`src/rtl/ser_to_par_pkg.sv`:
```
// Shared TMDS definitions: control-token codes (also used by the serializer)
// and the word-alignment FSM state encoding.
package ser_to_par_pkg;

  localparam int WORD_W = 10;
  localparam int HIST_W = 2 * WORD_W;

  localparam logic [WORD_W-1:0] TOK_CTRL0 = 10'h354;
  localparam logic [WORD_W-1:0] TOK_CTRL1 = 10'h0AB;
  localparam logic [WORD_W-1:0] TOK_CTRL2 = 10'h154;
  localparam logic [WORD_W-1:0] TOK_CTRL3 = 10'h2AB;

  localparam logic [2:0] PHASE_LAST = 3'd4;
  localparam logic [3:0] SLIP_LAST  = 4'd9;

  typedef enum logic [1:0] {
    SEARCH = 2'd0,
    SETTLE = 2'd1,
    LOCKED = 2'd2
  } align_state_e;

endpackage

```
`src/rtl/tmds_token_det.sv`:
```
// Flags a 10-bit TMDS word that is one of the four control-period tokens.
module tmds_token_det
  import ser_to_par_pkg::*;
(
  input  logic [WORD_W-1:0] word,
  output logic              is_token
);

  always_comb begin
    is_token = (word == TOK_CTRL0) || (word == TOK_CTRL1) ||
               (word == TOK_CTRL2) || (word == TOK_CTRL3);
  end

endmodule

```
`src/rtl/ser_to_par.sv`:
```
// 2-bit-per-cycle deserializer for one TMDS lane: 20-bit history, bit-slip
// window into 10-bit words, and a token-based SEARCH/SETTLE/LOCKED aligner.
module ser_to_par
  import ser_to_par_pkg::*;
#(
  parameter int LOCK_CNT      = 8,
  parameter int TIMEOUT_WORDS = 1024,
  parameter int LOSS_WORDS    = 4096
) (
  input  logic        clk_5x,
  input  logic        sys_rst_n,
  input  logic        ser_rise,
  input  logic        ser_fall,
  output logic [9:0]  par_data,
  output logic        par_valid,
  output logic        locked,
  output logic [3:0]  slip
);

  localparam int MW = $clog2(LOCK_CNT + 1);
  localparam int TW = $clog2(TIMEOUT_WORDS + 1);
  localparam int LW = $clog2(LOSS_WORDS + 1);

  localparam logic [MW-1:0] LOCK_TGT = MW'(LOCK_CNT);
  localparam logic [TW-1:0] TMO_TGT  = TW'(TIMEOUT_WORDS);
  localparam logic [LW-1:0] LOSS_TGT = LW'(LOSS_WORDS);

  logic [HIST_W-1:0] hist_q, hist_d;
  logic [2:0]        cnt_q, cnt_d;
  logic [WORD_W-1:0] par_data_q, par_data_d;
  logic              par_valid_q, par_valid_d;
  logic [3:0]        slip_q, slip_d;
  align_state_e      state_q, state_d;
  logic [MW-1:0]     match_q, match_d, match_inc;
  logic [TW-1:0]     tmo_q, tmo_d, tmo_inc;
  logic [LW-1:0]     loss_q, loss_d, loss_inc;
  logic              settle_q, settle_d;

  logic [HIST_W-1:0] hist_shift;
  logic              is_token;

  // Newest pair enters at the top, so hist_q[0] is always the oldest bit.
  always_comb begin
    hist_d      = {ser_fall, ser_rise, hist_q[HIST_W-1:2]};
    cnt_d       = (cnt_q == PHASE_LAST) ? 3'd0 : cnt_q + 3'd1;
    hist_shift  = hist_q >> slip_q;
    par_valid_d = (cnt_q == PHASE_LAST);
    par_data_d  = (cnt_q == PHASE_LAST) ? hist_shift[WORD_W-1:0] : par_data_q;
  end

  tmds_token_det u_tok (
    .word     (par_data_q),
    .is_token (is_token)
  );

  // The aligner judges each word on the cycle its par_valid strobe is high.
  always_comb begin
    state_d   = state_q;
    match_d   = match_q;
    tmo_d     = tmo_q;
    loss_d    = loss_q;
    settle_d  = settle_q;
    slip_d    = slip_q;
    match_inc = is_token ? match_q + 1'b1 : '0;
    tmo_inc   = tmo_q + 1'b1;
    loss_inc  = loss_q + 1'b1;

    if (par_valid_q) begin
      case (state_q)
        SEARCH: begin
          match_d = match_inc;
          tmo_d   = tmo_inc;
          if (match_inc == LOCK_TGT) begin
            // Lock takes priority over a timeout on the same word.
            state_d = LOCKED;
            match_d = '0;
            tmo_d   = '0;
            loss_d  = '0;
          end else if (tmo_inc == TMO_TGT) begin
            slip_d   = (slip_q == SLIP_LAST) ? 4'd0 : slip_q + 4'd1;
            match_d  = '0;
            tmo_d    = '0;
            settle_d = 1'b0;
            state_d  = SETTLE;
          end
        end
        SETTLE: begin
          if (settle_q) begin
            settle_d = 1'b0;
            state_d  = SEARCH;
          end else begin
            settle_d = 1'b1;
          end
        end
        LOCKED: begin
          if (is_token) begin
            loss_d = '0;
          end else if (loss_inc == LOSS_TGT) begin
            state_d = SEARCH;
            loss_d  = '0;
            match_d = '0;
            tmo_d   = '0;
          end else begin
            loss_d = loss_inc;
          end
        end
        default: state_d = SEARCH;
      endcase
    end
  end

  always_ff @(posedge clk_5x or negedge sys_rst_n) begin
    if (!sys_rst_n) begin
      hist_q      <= '0;
      cnt_q       <= '0;
      par_data_q  <= '0;
      par_valid_q <= 1'b0;
      slip_q      <= '0;
      state_q     <= SEARCH;
      match_q     <= '0;
      tmo_q       <= '0;
      loss_q      <= '0;
      settle_q    <= 1'b0;
    end else begin
      hist_q      <= hist_d;
      cnt_q       <= cnt_d;
      par_data_q  <= par_data_d;
      par_valid_q <= par_valid_d;
      slip_q      <= slip_d;
      state_q     <= state_d;
      match_q     <= match_d;
      tmo_q       <= tmo_d;
      loss_q      <= loss_d;
      settle_q    <= settle_d;
    end
  end

  assign par_data  = par_data_q;
  assign par_valid = par_valid_q;
  assign locked    = (state_q == LOCKED);
  assign slip      = slip_q;

endmodule

```
`config.mk`:
```
export PLATFORM = sky130hd
export DESIGN_NAME = ser_to_par
export DESIGN_NICKNAME = d
export VERILOG_FILES = /design/src/rtl/ser_to_par_pkg.sv /design/src/rtl/tmds_token_det.sv /design/src/rtl/ser_to_par.sv
export SDC_FILE = /design/constraint.sdc
export NUM_CORES = 1
export LEC_CHECK = 0
export BUFFER_PORTS_ARGS = -buffer_cell sky130_fd_sc_hd__buf_2
export CORE_MARGIN = 5
export CORE_UTILIZATION = 34
export CTS_BUF_LIST = sky130_fd_sc_hd__clkbuf_4 sky130_fd_sc_hd__clkbuf_8 sky130_fd_sc_hd__clkbuf_16
export CTS_CLUSTER_SIZE = 12
export DETAILED_ROUTE_END_ITERATION = 10
export PLACE_DENSITY = 0.54
export SETUP_SLACK_MARGIN = 0.4
export SLEW_MARGIN = 10
export SYNTH_ARGS = -nofsm -noshare
export SYNTH_HDL_FRONTEND = slang
export SYNTH_HIERARCHICAL = 1
export SYNTH_SLANG_ARGS = --single-unit
```
`constraint.sdc`:
```
create_clock -name clk_5x -period 2.8 [get_ports clk_5x]
set_input_delay 0.42 -clock clk_5x [delete_from_list [all_inputs] [get_ports clk_5x]]
set_output_delay 0.42 -clock clk_5x [all_outputs]
set_load 0.03 [all_outputs]
```
==> results of run 1 <==
-- flip-flops by register name (all words and copies together) (netlist names) --
| name | flops |
|---|---|
| settle_q | 1 |
| state_q | 2 |
| hist_q | 20 |
| cnt_q | 3 |
| par_data | 10 |
| slip | 4 |
| match_q | 4 |
| par_valid | 1 |
| loss_q | 13 |
| tmo_q | 11 |
-- layout make-up --
class                      count  area [µm²]
inverter                      22       82.58
multi-input combinational    297        2161
fill                        1075        6634
tap                          143       178.9
timing repair buffer          47       347.8
sequential                    69        1730
clock buffer                  10       239.0
clock inverter                 6       93.84
-- synth_stat cells, types with 2 or more instances --
| cell type | count |
|---|---|
| and3_1 | 7 |
| nand4b_1 | 2 |
| mux4_2 | 4 |
| a21o_1 | 3 |
| nor2b_1 | 2 |
| nand4_1 | 7 |
| o21a_1 | 2 |
| and2_1 | 2 |
| a211o_1 | 3 |
| and2_2 | 2 |
| and4_1 | 2 |
| mux2i_1 | 30 |
| or3_1 | 3 |
| xor2_1 | 2 |
| nand3_1 | 25 |
| a41o_1 | 2 |
| o22ai_1 | 9 |
| o21ai_0 | 20 |
| mux2_2 | 8 |
| o211ai_1 | 6 |
| inv_1 | 22 |
| nor2_1 | 20 |
| o21ai_1 | 4 |
| nand2b_1 | 10 |
| a22o_1 | 2 |
| nand3b_1 | 3 |
| dfrtp_1 | 69 |
| a31oi_1 | 18 |
| o41ai_1 | 2 |
| xnor2_1 | 7 |
| clkbuf_1 | 12 |
| buf_2 | 7 |
| nor3_1 | 4 |
| a21oi_1 | 15 |
| nand2_1 | 39 |
| o31ai_1 | 2 |
| a211oi_1 | 3 |
| buf_4 | 3 |
| ha_1 | 5 |
| nor3b_1 | 2 |
| buf_6 | 4 |
-- through the flow --
step	setup WS, ns	total power, mW	hold slack [ns]	utilization	instance area, µm²
5_1_grt	0.3148	2.484	0.09114	0.4215	4833
3_5_place_dp	0.2135	1.153	0.3874	0.3678	4218
2_1_floorplan	0.4186	1.102	0.1244	-	3996
3_3_place_gp	0.2741	1.152	0.3818	0.3678	4218
6_report	0.3972	2.401	0.05034	0.4215	4833
4_1_cts	0.3979	2.429	0.06853	0.4019	4608
-- cell families after synthesis --
kind of cell,Yosys count
AOI/OAI and AO/OA,102
xor gates and xnor gates,9
adders and majority gates,5
buffers and inverters,48
DFF,69
muxes,43
and+or+nand+nor,137
-- worst min-delay path by stage --
| stage | start | endpoint | slack [ns] |
|---|---|---|---|
| 5_1_grt | sys_rst_n | loss_q[2]$_DFFE_PN0P_ | 0.09 |
| 4_1_cts | sys_rst_n | tmo_q[2]$_DFFE_PN0P_ | 0.07 |
| 3_5_place_dp | hist_q[5]$_DFF_PN0_ | hist_q[3]$_DFF_PN0_ | 0.39 |
| 2_1_floorplan | sys_rst_n | cnt_q[0]$_DFF_PN0_ | 0.12 |
| 3_3_place_gp | hist_q[10]$_DFF_PN0_ | hist_q[8]$_DFF_PN0_ | 0.38 |
| 6_report | sys_rst_n | tmo_q[2]$_DFFE_PN0P_ | 0.05 |
-- layout by cell type (no fill, tap or decap), types with 9 or more instances in the layout --
cell / instances
a21oi_1: 15
a31oi_1: 17
buf_2: 19
buf_4: 24
clkbuf_16: 10
dfrtp_1: 66
inv_1: 22
mux2i_1: 29
nand2_1: 39
nand2b_1: 10
nand3_1: 23
nor2_1: 20
o21ai_0: 19
o22ai_1: 9
-- timing repair --
item / CTS / global route
buffers inserted: 3 / 13
resized for setup: 11 / 22
gates cloned: 1 / 1
setup endpoints to repair: 28 / 29
pin swaps: 1 / 7
-- routing by layer --
layer	share of wire	global-route usage	vias to the layer above
li1	-	-	1596
met1	0.46	0.1749	1559
met2	0.48	0.2127	67
met3	0.047	0.03534	11
met4	0.014	0.04158	0
met5	0	0	-
-- power groups by stage --
stage | Sequential, mW | Clock, mW | Combinational, mW
finish | 1.04 | 1.27 | 0.0931
global route | 1.04 | 1.34 | 0.105
CTS | 1.04 | 1.29 | 0.0969
detailed placement | 1.06 | 0 | 0.0965
global placement | 1.06 | 0 | 0.0965
floorplan | 1.07 | 0 | 0.0353
-- critical path: cells and delay by family, from the launching register on --
kind                       cells  cell delay (ns)
DFF                            1             0.42
and+or+nand+nor                2             0.46
xor gates and xnor gates       1             0.13
adders and majority gates      1             0.19
AOI/OAI and AO/OA              2             0.75
muxes                          1             0.32
==> results by group, run 1 <==
Status
  • Outcome: finished clean

Power and ir drop
  • Max VDD drop: approximately 0.00033 V
  • Power share of the combinational group: 0.039
  • P_sw: 0.5390 mW
  • P_leak: roughly 2 nW
  • Part of the power in registers: 0.432
  • Power share of the clock group: 0.529
  • Switching Share: 0.2244
  • Cell-internal power: around 1.9 mW
  • Power per cell area: 496.8 nW/µm²

STA
  • Clk_skew: 0.007179 ns
  • Setup_tns: 0 ns
  • Final Critical Period: 2.403 ns
  • Final setup viols: 0
  • Final Hold Viols: 0
  • Max Slew Vio Count: 0
  • Tcrit/Tclk final: 0.8581
  • RSZ-0062 raised after global routing: true
  • Max Clk Rate: 416.2 MHz
  • Relative slew slack: 0.4740
  • Slew @ Worst Pin: 0.7889 ns

Die
  • Die area: 13990 µm²
  • Starting Density: 0.3476
  • Area of the core: 11470 µm²
  • Rows: 39
  • I/O pins: 20
  • Die width: 118.3 µm
  • Die height: 118.3 µm

Final layout
  • Layout cells sized above 1: 0.2328
  • Final #Nets: 455
  • Fin cells: about 600
  • Area grow syn2layout: 21.25%
  • Antenna Cells: 0

Detailed routing
  • Via count: around 3.2k
  • DRT antenna net count: 0
  • Final WL: 9298 µm
  • Wirelength per Cell: 15.65 µm
  • DRT Pass-1 Iters: 4
  • DRC viols: 0
  • Iter 0 DRT Violations: 206
  • Vias/cell: 5.443

Worst setup path
  • Reg2reg end: match_q[0]$_DFFE_PN0P_
  • Worst Path Required: 3.02 ns
  • CP Class: flop to flop
  • CP dominant cell by count: and2_4
  • R2R depth: 7
  • Crit path max fanout: 6
  • Launch point of the worst path: loss_q[0]$_DFFE_PN0P_
  • Cell Chain, Critical Path: ha_4, and2_4, xnor2_2, o41a_1, o41ai_4, and2_4, mux2_4
  • R2r setup slk: 0.40 ns
  • Largest stage delay, worst path: 0.42 ns
  • CP endpoint kind: flop
  • WP data arrival: 2.62 ns
  • Slowest CP cell: dfrtp_1
  • Worst Setup EP: match_q[0]$_DFFE_PN0P_
  • Worst R2R Start: loss_q[0]$_DFFE_PN0P_
  • CP startpoint kind: flop

Place
  • Final GP Congestion: 0.8297
  • Dpl cells: 560
  • Port Buffer Count: 19
  • Detailed Place HPWL: 6215 µm

Logic synthesis
  • Netlist cell types: 60
  • Post-synthesis mux area share: 0.1234
  • Adder-Cell Fraction of Synth Area: 0.01569
  • Post-synthesis cell area: 3986 µm²
  • Largest area contributor in the netlist: dfrtp_1
  • FF+latch count, synth: 69
  • Top_reg_cell synth: dfrtp_1
  • Mapped Cells: between 400 and 500
  • Async S/R FF share, synth: 1.000
  • Post-synth EDFFs: 0
  • Synthesized Nets: 422
  • Largest family of logic cells by synthesized area: simple AND/OR/NAND/NOR gates
  • Synth Area in XOR/XNOR: 0.01977
  • Synth top area cells: dfrtp_1, mux2i_1, nand2_1
  • Synth Warn #: 6
  • Part of the Yosys area used for sequential elements: 0.4331
  • Simple-Gate Fraction of Synth Area: 0.1808
  • Post-synth top area share: 0.4331
  • Synthesized area per cell: 9.652 µm²
  • Synth Area in Compound Gates: 0.1695

Clock tree
  • H-tree Lvls: 3
  • CTS Hold Buffers Added: 0
  • Clock slew seen by the registers of the worst setup and hold paths: around 0.060 ns
  • CTS Buffer Depth: 2
  • Clock Root Buffer: clkbuf_16
  • CTS Sinks: just under 70
  • CTS tree: yes
  • Worst-skew pair later-pin latency: 0.34 ns
  • Total CTS buffers: 9

GRT
  • Vias in the first global route: 3129
  • Global route overflow: 0
  • Largest net degree at the start of global routing: 51
  • First-pass GRT wire length: between 15000 and 20000 µm
  • Initial antenna violation count: 0
  • Gr usage total: 0.1325

Job
  • Max Cap Violations: 0

Worst hold path
  • HP Class: primary input to async pin
Note: power is estimated with default switching activity, not from simulation.
==> run 2, diff against run 1 <==
Settings changed: ABC_AREA set to 1, PLACE_DENSITY 0.54 to 0.46.
==> run 2 against run 1 <==
Net effect:
- worst setup slack better by 0.27 ns
- flip-flop and latch count unchanged
- clock skew down 0.0047 ns
- sequential power about the same
- combinational power up 2.3%
- critical path type unchanged
- largest power group unchanged
==> results by group, run 2 <==
GRT
  • Initial antenna violation count: 0
  • Vias in the first global route: 3561
  • First-pass GRT wire length: 17390 µm
  • Gr usage total: 0.1507
  • Global route overflow: 0
  • Largest net degree at the start of global routing: 70

Logic synthesis
  • Synth Warn #: 6
  • Synthesized area per cell: 7.119 µm²
  • Mapped Cells: 580
  • Most frequent cell after synthesis: nand2_1
  • Part of the Yosys area used for sequential elements: 0.4182
  • Synth top area cells: dfrtp_1, nand2_1, nand3_1
  • Top_reg_cell synth: dfrtp_1
  • Commonest cells in the netlist: nand2_1, dfrtp_1, nand3_1, nor2_1, inv_1
  • Largest area contributor in the netlist: dfrtp_1
  • Async S/R FF share, synth: 1.000
  • Post-synth EDFFs: 0
  • Post-synthesis cell area: 4129 µm²
  • FF+latch count, synth: 69
  • Post-synth top area share: 0.4182
  • Netlist cell types: 36
  • Synthesized Nets: 589

Worst setup path
  • Crit path max fanout: 16
  • CP Class: flop to flop
  • R2r setup slk: 0.67 ns
  • Reg2reg end: match_q[3]$_DFFE_PN0P_
  • CP endpoint kind: flop
  • R2R depth: 12
  • Worst R2R Start: loss_q[0]$_DFFE_PN0P_
  • CP startpoint kind: flop
  • WP data arrival: 2.36 ns
  • Worst Path Required: 3.03 ns

Power and ir drop
  • Power share of the clock group: 0.512
  • P_sw: 0.5578 mW
  • Max VDD drop: around 0.00026 V
  • Power share of the combinational group: 0.041
  • P_leak: 2.247 nW
  • Part of the power in registers: 0.447
  • Switching Share: 0.2400
  • Cell-internal power: 1.766 mW
  • Power per cell area: 491.9 nW/µm²
  • Overall Power: roughly 2.3 mW

Die
  • Die width: 120.2 µm
  • Rows: 40
  • I/O pins: 20
  • Die height: 120.2 µm
  • Area of the core: approximately 12000 µm²
  • Starting Density: 0.3452
  • Die area: between 10000 and 15000 µm²

Final layout
  • Top flop regs: hist_q (20), loss_q (13), tmo_q (11)
  • Final #Nets: a little over 600
  • Biggest register: hist_q
  • Antenna Cells: 0
  • Most frequent cells in the layout: nand2_1, dfrtp_1, nand3_1, nor2_1, inv_1
  • Most common cell after layout, fill and taps aside: nand2_1
  • Flip-flop count of the largest register, all copies and words added: 20
  • Layout cells sized above 1: 0.1271
  • Area grow syn2layout: 14.42%

STA
  • Final Hold Viols: 0
  • Max Slew Vio Count: 0
  • Final Critical Period: 2.133 ns
  • Final setup viols: 0
  • RSZ-0062 raised after global routing: false
  • Max Clk Rate: 468.7 MHz
  • Setup_tns: 0 ns
  • Tcrit/Tclk final: 0.7620
  • Relative slew slack: 0.3897
  • Post-route worst hold slack: 0.1841 ns
  • Clk_skew: 0.002460 ns
  • Slew @ Worst Pin: 0.9155 ns

Worst hold path
  • HP Class: primary input to flop
  • HP Start: ser_rise
  • Hold Path Depth: 1
  • Hold EP: hist_q[18]$_DFF_PN0_

Clock tree
  • Worst-skew pair later-pin latency: 0.34 ns
  • Total CTS buffers: 9
  • CTS Hold Buffers Added: 0
  • Clock slew seen by the registers of the worst setup and hold paths: around 0.06 ns
  • CTS Sinks: 69
  • CTS Buffer Depth: 2
  • Clock Root Buffer: clkbuf_16
  • CTS tree: yes
  • H-tree Lvls: 3

Place
  • Detailed Place HPWL: 7224 µm
  • Port Buffer Count: 19
  • Final GP Congestion: between 0.8 and 0.9

Detailed routing
  • DRT Pass-1 Iters: 5
  • DRT antenna net count: 0
  • Final WL: slightly above 10000 µm
  • Iter 0 DRT Violations: 217
  • Vias/cell: 4.935
  • DRC viols: 0
  • Via count: 3716
  • Wirelength per Cell: approximately 13 µm

Job
  • Max Cap Violations: 0

Status
  • Outcome: finished clean
[run 2: power groups by stage]
stage | clock [mW] | sequential (mW) | combinational (mW)
global placement | 0 | 1.06 | 0.0944
finish | 1.19 | 1.04 | 0.0952
detailed placement | 0 | 1.06 | 0.0947
CTS | 1.22 | 1.04 | 0.0949
floorplan | 0 | 1.07 | 0.0359
global route | 1.28 | 1.04 | 0.110
[run 2: cells by family (layout without fill, tap and decap cells)]
family,count (synthesis),after routing,share of synthesized area
flops,69,69,0.4182
compound gates,69,69,0.09576
simple gates,356,356,0.3776
fa+ha+maj,5,5,0.01515
buf+inv,70,96,0.06878
xor+xnor,7,7,0.01485
mux,4,4,0.009697
[run 2: what timing repair did]
item | in CTS | in global routing
buffers inserted | 0 | 4
setup endpoints to repair | 0 | 15
resized for setup | 0 | 5
[run 2: cell type report]
cell class / count / area (µm²)
inverter: 51 / 193.9
clock inverter: 6 / 71.32
clock buffer: 10 / 239.0
tap: 147 / 183.9
multi-input combinational: 441 / 2137
fill: 1243 / 7237
sequential: 69 / 1727
timing repair buffer: 29 / 172.7
[run 2: worst max-delay path, cell delays in order (launching register included)]
cell,delay (ns)
dfrtp_1,0.40
ha_1,0.21
nand2_1,0.08
nor2_1,0.20
nand2_1,0.10
xor2_1,0.15
clkinv_1,0.09
nor2_1,0.14
nand3_2,0.19
nand2_8,0.18
nand2_4,0.14
nand2_1,0.10
nand2_1,0.05
[run 2: stage by stage]
stage	cells	instance area, µm²	util	setup WS, ns
2_1_floorplan	580	4129	-	0.6607
3_3_place_gp	733	4363	0.3647	0.5124
3_5_place_dp	733	4363	0.3647	0.5190
4_1_cts	749	4673	0.3907	0.4947
5_1_grt	753	4725	0.3950	0.4078
6_report	753	4725	0.3950	0.6665
[run 2: routing by layer]
metal	track usage	part of all wire
met5	0	0
met4	0.04724	0.012
met3	0.03648	0.024
met2	0.2452	0.47
met1	0.1982	0.50
[run 2: how the worst max path moves through the flow]
stage / start / endpoint / slack [ns] / cells past startpoint
after floorplan: par_data[2]$_DFFE_PN0P_ / state_q[1]$_DFFE_PN0P_ / 0.66 / 18
final: loss_q[0]$_DFFE_PN0P_ / match_q[3]$_DFFE_PN0P_ / 0.67 / 12
after CTS: par_data[2]$_DFFE_PN0P_ / tmo_q[0]$_DFFE_PN0P_ / 0.49 / 17
after global routing: loss_q[0]$_DFFE_PN0P_ / tmo_q[2]$_DFFE_PN0P_ / 0.41 / 12
after global placement: par_data[2]$_DFFE_PN0P_ / tmo_q[0]$_DFFE_PN0P_ / 0.51 / 16
after detailed placement: par_data[2]$_DFFE_PN0P_ / tmo_q[0]$_DFFE_PN0P_ / 0.52 / 16
==> run 3, diff against run 2 <==
Clock period 2.8 ns to 2.05 ns, I/O delays scaled along.
==> run 3 against run 2 <==
Net effect:
- worst setup slack worse by 0.59 ns
- critical path type unchanged
- clock skew up 0.0065 ns
- register-to-register slack worse by 0.59 ns
- sequential share of layout area down 5.9 points
- global-route usage up 1.6 points
- total power up 41%
- non-clock buffer count up 49
==> results by group, run 3 (synthesized netlist as in run 2, its figures left out) <==
STA
  • Setup_tns: 0 ns
  • Relative slew slack: 0.5806
  • Final Hold Viols: 0
  • RSZ-0062 raised after global routing: true
  • Final setup viols: 0
  • Max Slew Vio Count: 0
  • Tcrit/Tclk final: 0.9619
  • Max Clk Rate: 507.1 MHz
  • Slew @ Worst Pin: 0.6267 ns
  • Clk_skew: 0.008949 ns
  • Final Critical Period: 1.972 ns

Worst hold path
  • HP Start: ser_rise
  • HP Class: primary input to flop
  • Hold Path Depth: 1
  • Hold EP: hist_q[18]$_DFF_PN0_

Detailed routing
  • WL met1: roughly 5500 µm
  • Final WL: approximately 12000 µm
  • DRC viols: 0
  • Via count: 4065
  • DRT antenna net count: 0
  • Vias/cell: 5.050
  • Iter 0 DRT Violations: 269
  • Top sig layer: met4
  • Met3 WL: approximately 460 µm
  • DRT Pass-1 Iters: 4
  • Wirelength per Cell: 15.12 µm
  • Met2 WL: 5939 µm

Place
  • Detailed Place HPWL: 8170 µm
  • Dpl cell area: roughly 4600 µm²
  • Port Buffer Count: 19
  • Final GP Congestion: 0.8293

Clock tree
  • H-tree Lvls: 3
  • CTS tree: yes
  • CTS Sinks: 69
  • Clock slew seen by the registers of the worst setup and hold paths: 0.06 ns
  • Clock Root Buffer: clkbuf_16
  • CTS Buffer Depth: 2
  • Total CTS buffers: 9
  • Worst-skew pair later-pin latency: 0.35 ns

Die
  • I/O pins: 20
  • Starting Density: 0.3452
  • Die height: 120.2 µm
  • Die width: 120.2 µm
  • Rows: 40
  • Die area: 14450 µm²
  • Area of the core: approximately 12000 µm²

Final layout
  • Design area: 5703 µm²
  • Biggest register: hist_q
  • Layout cells sized above 1: 0.3404
  • Top flop regs: hist_q (20), loss_q (13), tmo_q (11)
  • Final #Nets: 662
  • Flip-flop count of the largest register, all copies and words added: 20
  • Most common cell after layout, fill and taps aside: nand2_1
  • Core Util, Final: 0.4768
  • Area grow syn2layout: 38.12%
  • Antenna Cells: 0
  • Most frequent cells in the layout: nand2_1, dfrtp_1, nand3_1, nor2_1, buf_4

Worst setup path
  • Reg2reg end: loss_q[12]$_DFFE_PN0P_
  • Worst Path Required: 2.28 ns
  • CP Class: flop to flop
  • R2R depth: 14
  • CP endpoint kind: flop
  • R2r setup slk: 0.08 ns
  • WP data arrival: 2.20 ns
  • CP startpoint kind: flop
  • Crit path max fanout: 8
  • Worst R2R Start: par_data[1]$_DFFE_PN0P_

Power and ir drop
  • Power per cell area: about 580 nW/µm²
  • Power share of the clock group: 0.517
  • Switching Share: 0.2228
  • Power share of the combinational group: 0.051
  • Max VDD drop: 0.0006106 V
  • P_leak: 2.598 nW
  • P_sw: 0.7323 mW
  • Cell-internal power: 2.554 mW
  • Part of the power in registers: 0.432

GRT
  • Gr usage total: 0.1665
  • Largest net degree at the start of global routing: 26
  • First-pass GRT wire length: 19180 µm
  • Vias in the first global route: 3886
  • Initial antenna violation count: 0
  • Global route overflow: 0

Job
  • Max Cap Violations: 0

Status
  • Outcome: finished clean
==> run 3: cell types whose count changed in the layout (fill, tap and decap cells not counted), sizes merged <==
| cell | previous run | this run |
|---|---|---|
| inv | 49 | 48 |
| clkbuf | 10 | 14 |
| bufinv | 1 | 2 |
| nand2 | 199 | 200 |
| buf | 29 | 75 |
| dlygate4sd3 | 0 | 1 |
==> run 3: repair_timing <==
item	CTS	global route
resized for setup	60	88
buffers inserted	11	16
pin swaps	22	50
hold endpoints to repair	13	0
cloned	0	5
hold buffers	1	0
setup endpoints to repair	44	44
==> run 3: layout make-up <==
cell class / instances / area, µm²
clock buffers: 12 / 247.7
clock inverters: 4 / 72.57
fillers: 1164 / 6259
inverters: 51 / 210.2
multi-input cells: 442 / 2552
flip-flops and latches: 69 / 1745
well taps: 147 / 183.9
repair buffers: 78 / 674.4
repair inverters: 2 / 16.27
==> run 3: worst max-delay path by stage <==
stage	cells past startpoint	start	end	slack, ns
detailed placement	16	par_data[1]$_DFFE_PN0P_	tmo_q[3]$_DFFE_PN0P_	-0.05
CTS	14	par_data[0]$_DFFE_PN0P_	loss_q[12]$_DFFE_PN0P_	0.13
finish	14	par_data[1]$_DFFE_PN0P_	loss_q[12]$_DFFE_PN0P_	0.08
global route	13	loss_q[0]$_DFFE_PN0P_	match_q[3]$_DFFE_PN0P_	-0.02
floorplan	16	par_data[1]$_DFFE_PN0P_	loss_q[10]$_DFFE_PN0P_	0.07
global placement	12	loss_q[1]$_DFFE_PN0P_	tmo_q[1]$_DFFE_PN0P_	0.03
==> run 3: power groups by stage <==
stage	clock network, mW	registers, mW	logic (mW)
after global placement	0	1.44	0.144
final	1.70	1.42	0.168
after CTS	1.75	1.42	0.154
after global routing	1.81	1.43	0.188
after detailed placement	0	1.44	0.144
after floorplan	0	1.46	0.0492
==> run 3: metal layers <==
metal  global-route usage  vias up
met3              0.05379       20
met2               0.2785       67
met1               0.2068     1942
li1                     -     2036
met4              0.04510        0
met5                    0        -
==> run 3: metrics by stage <==
step	total power, mW	worst slack, ns	cells	hold slack, ns
global route	3.428	-0.02310	805	0.05656
detailed placement	1.587	-0.04977	756	0.3006
finish	3.287	0.07803	805	0.06525
global placement	1.586	0.03099	756	0.2935
CTS	3.321	0.1280	784	0.05409
floorplan	1.508	0.07076	580	0.01191
==> run 3: worst max-delay path: stages, from the launching register on <==
cell and delay [ns]:
dfrtp_2 0.42, inv_2 0.05, nand2_2 0.05, nor2_2 0.13, nand3_2 0.11, nand2_4 0.12
inv_6 0.04, a21oi_2 0.12, o21ai_2 0.08, nand3_2 0.08, nor2_4 0.06, o21ai_4 0.27
clkinv_4 0.16, nand4_1 0.09, o21ai_1 0.07
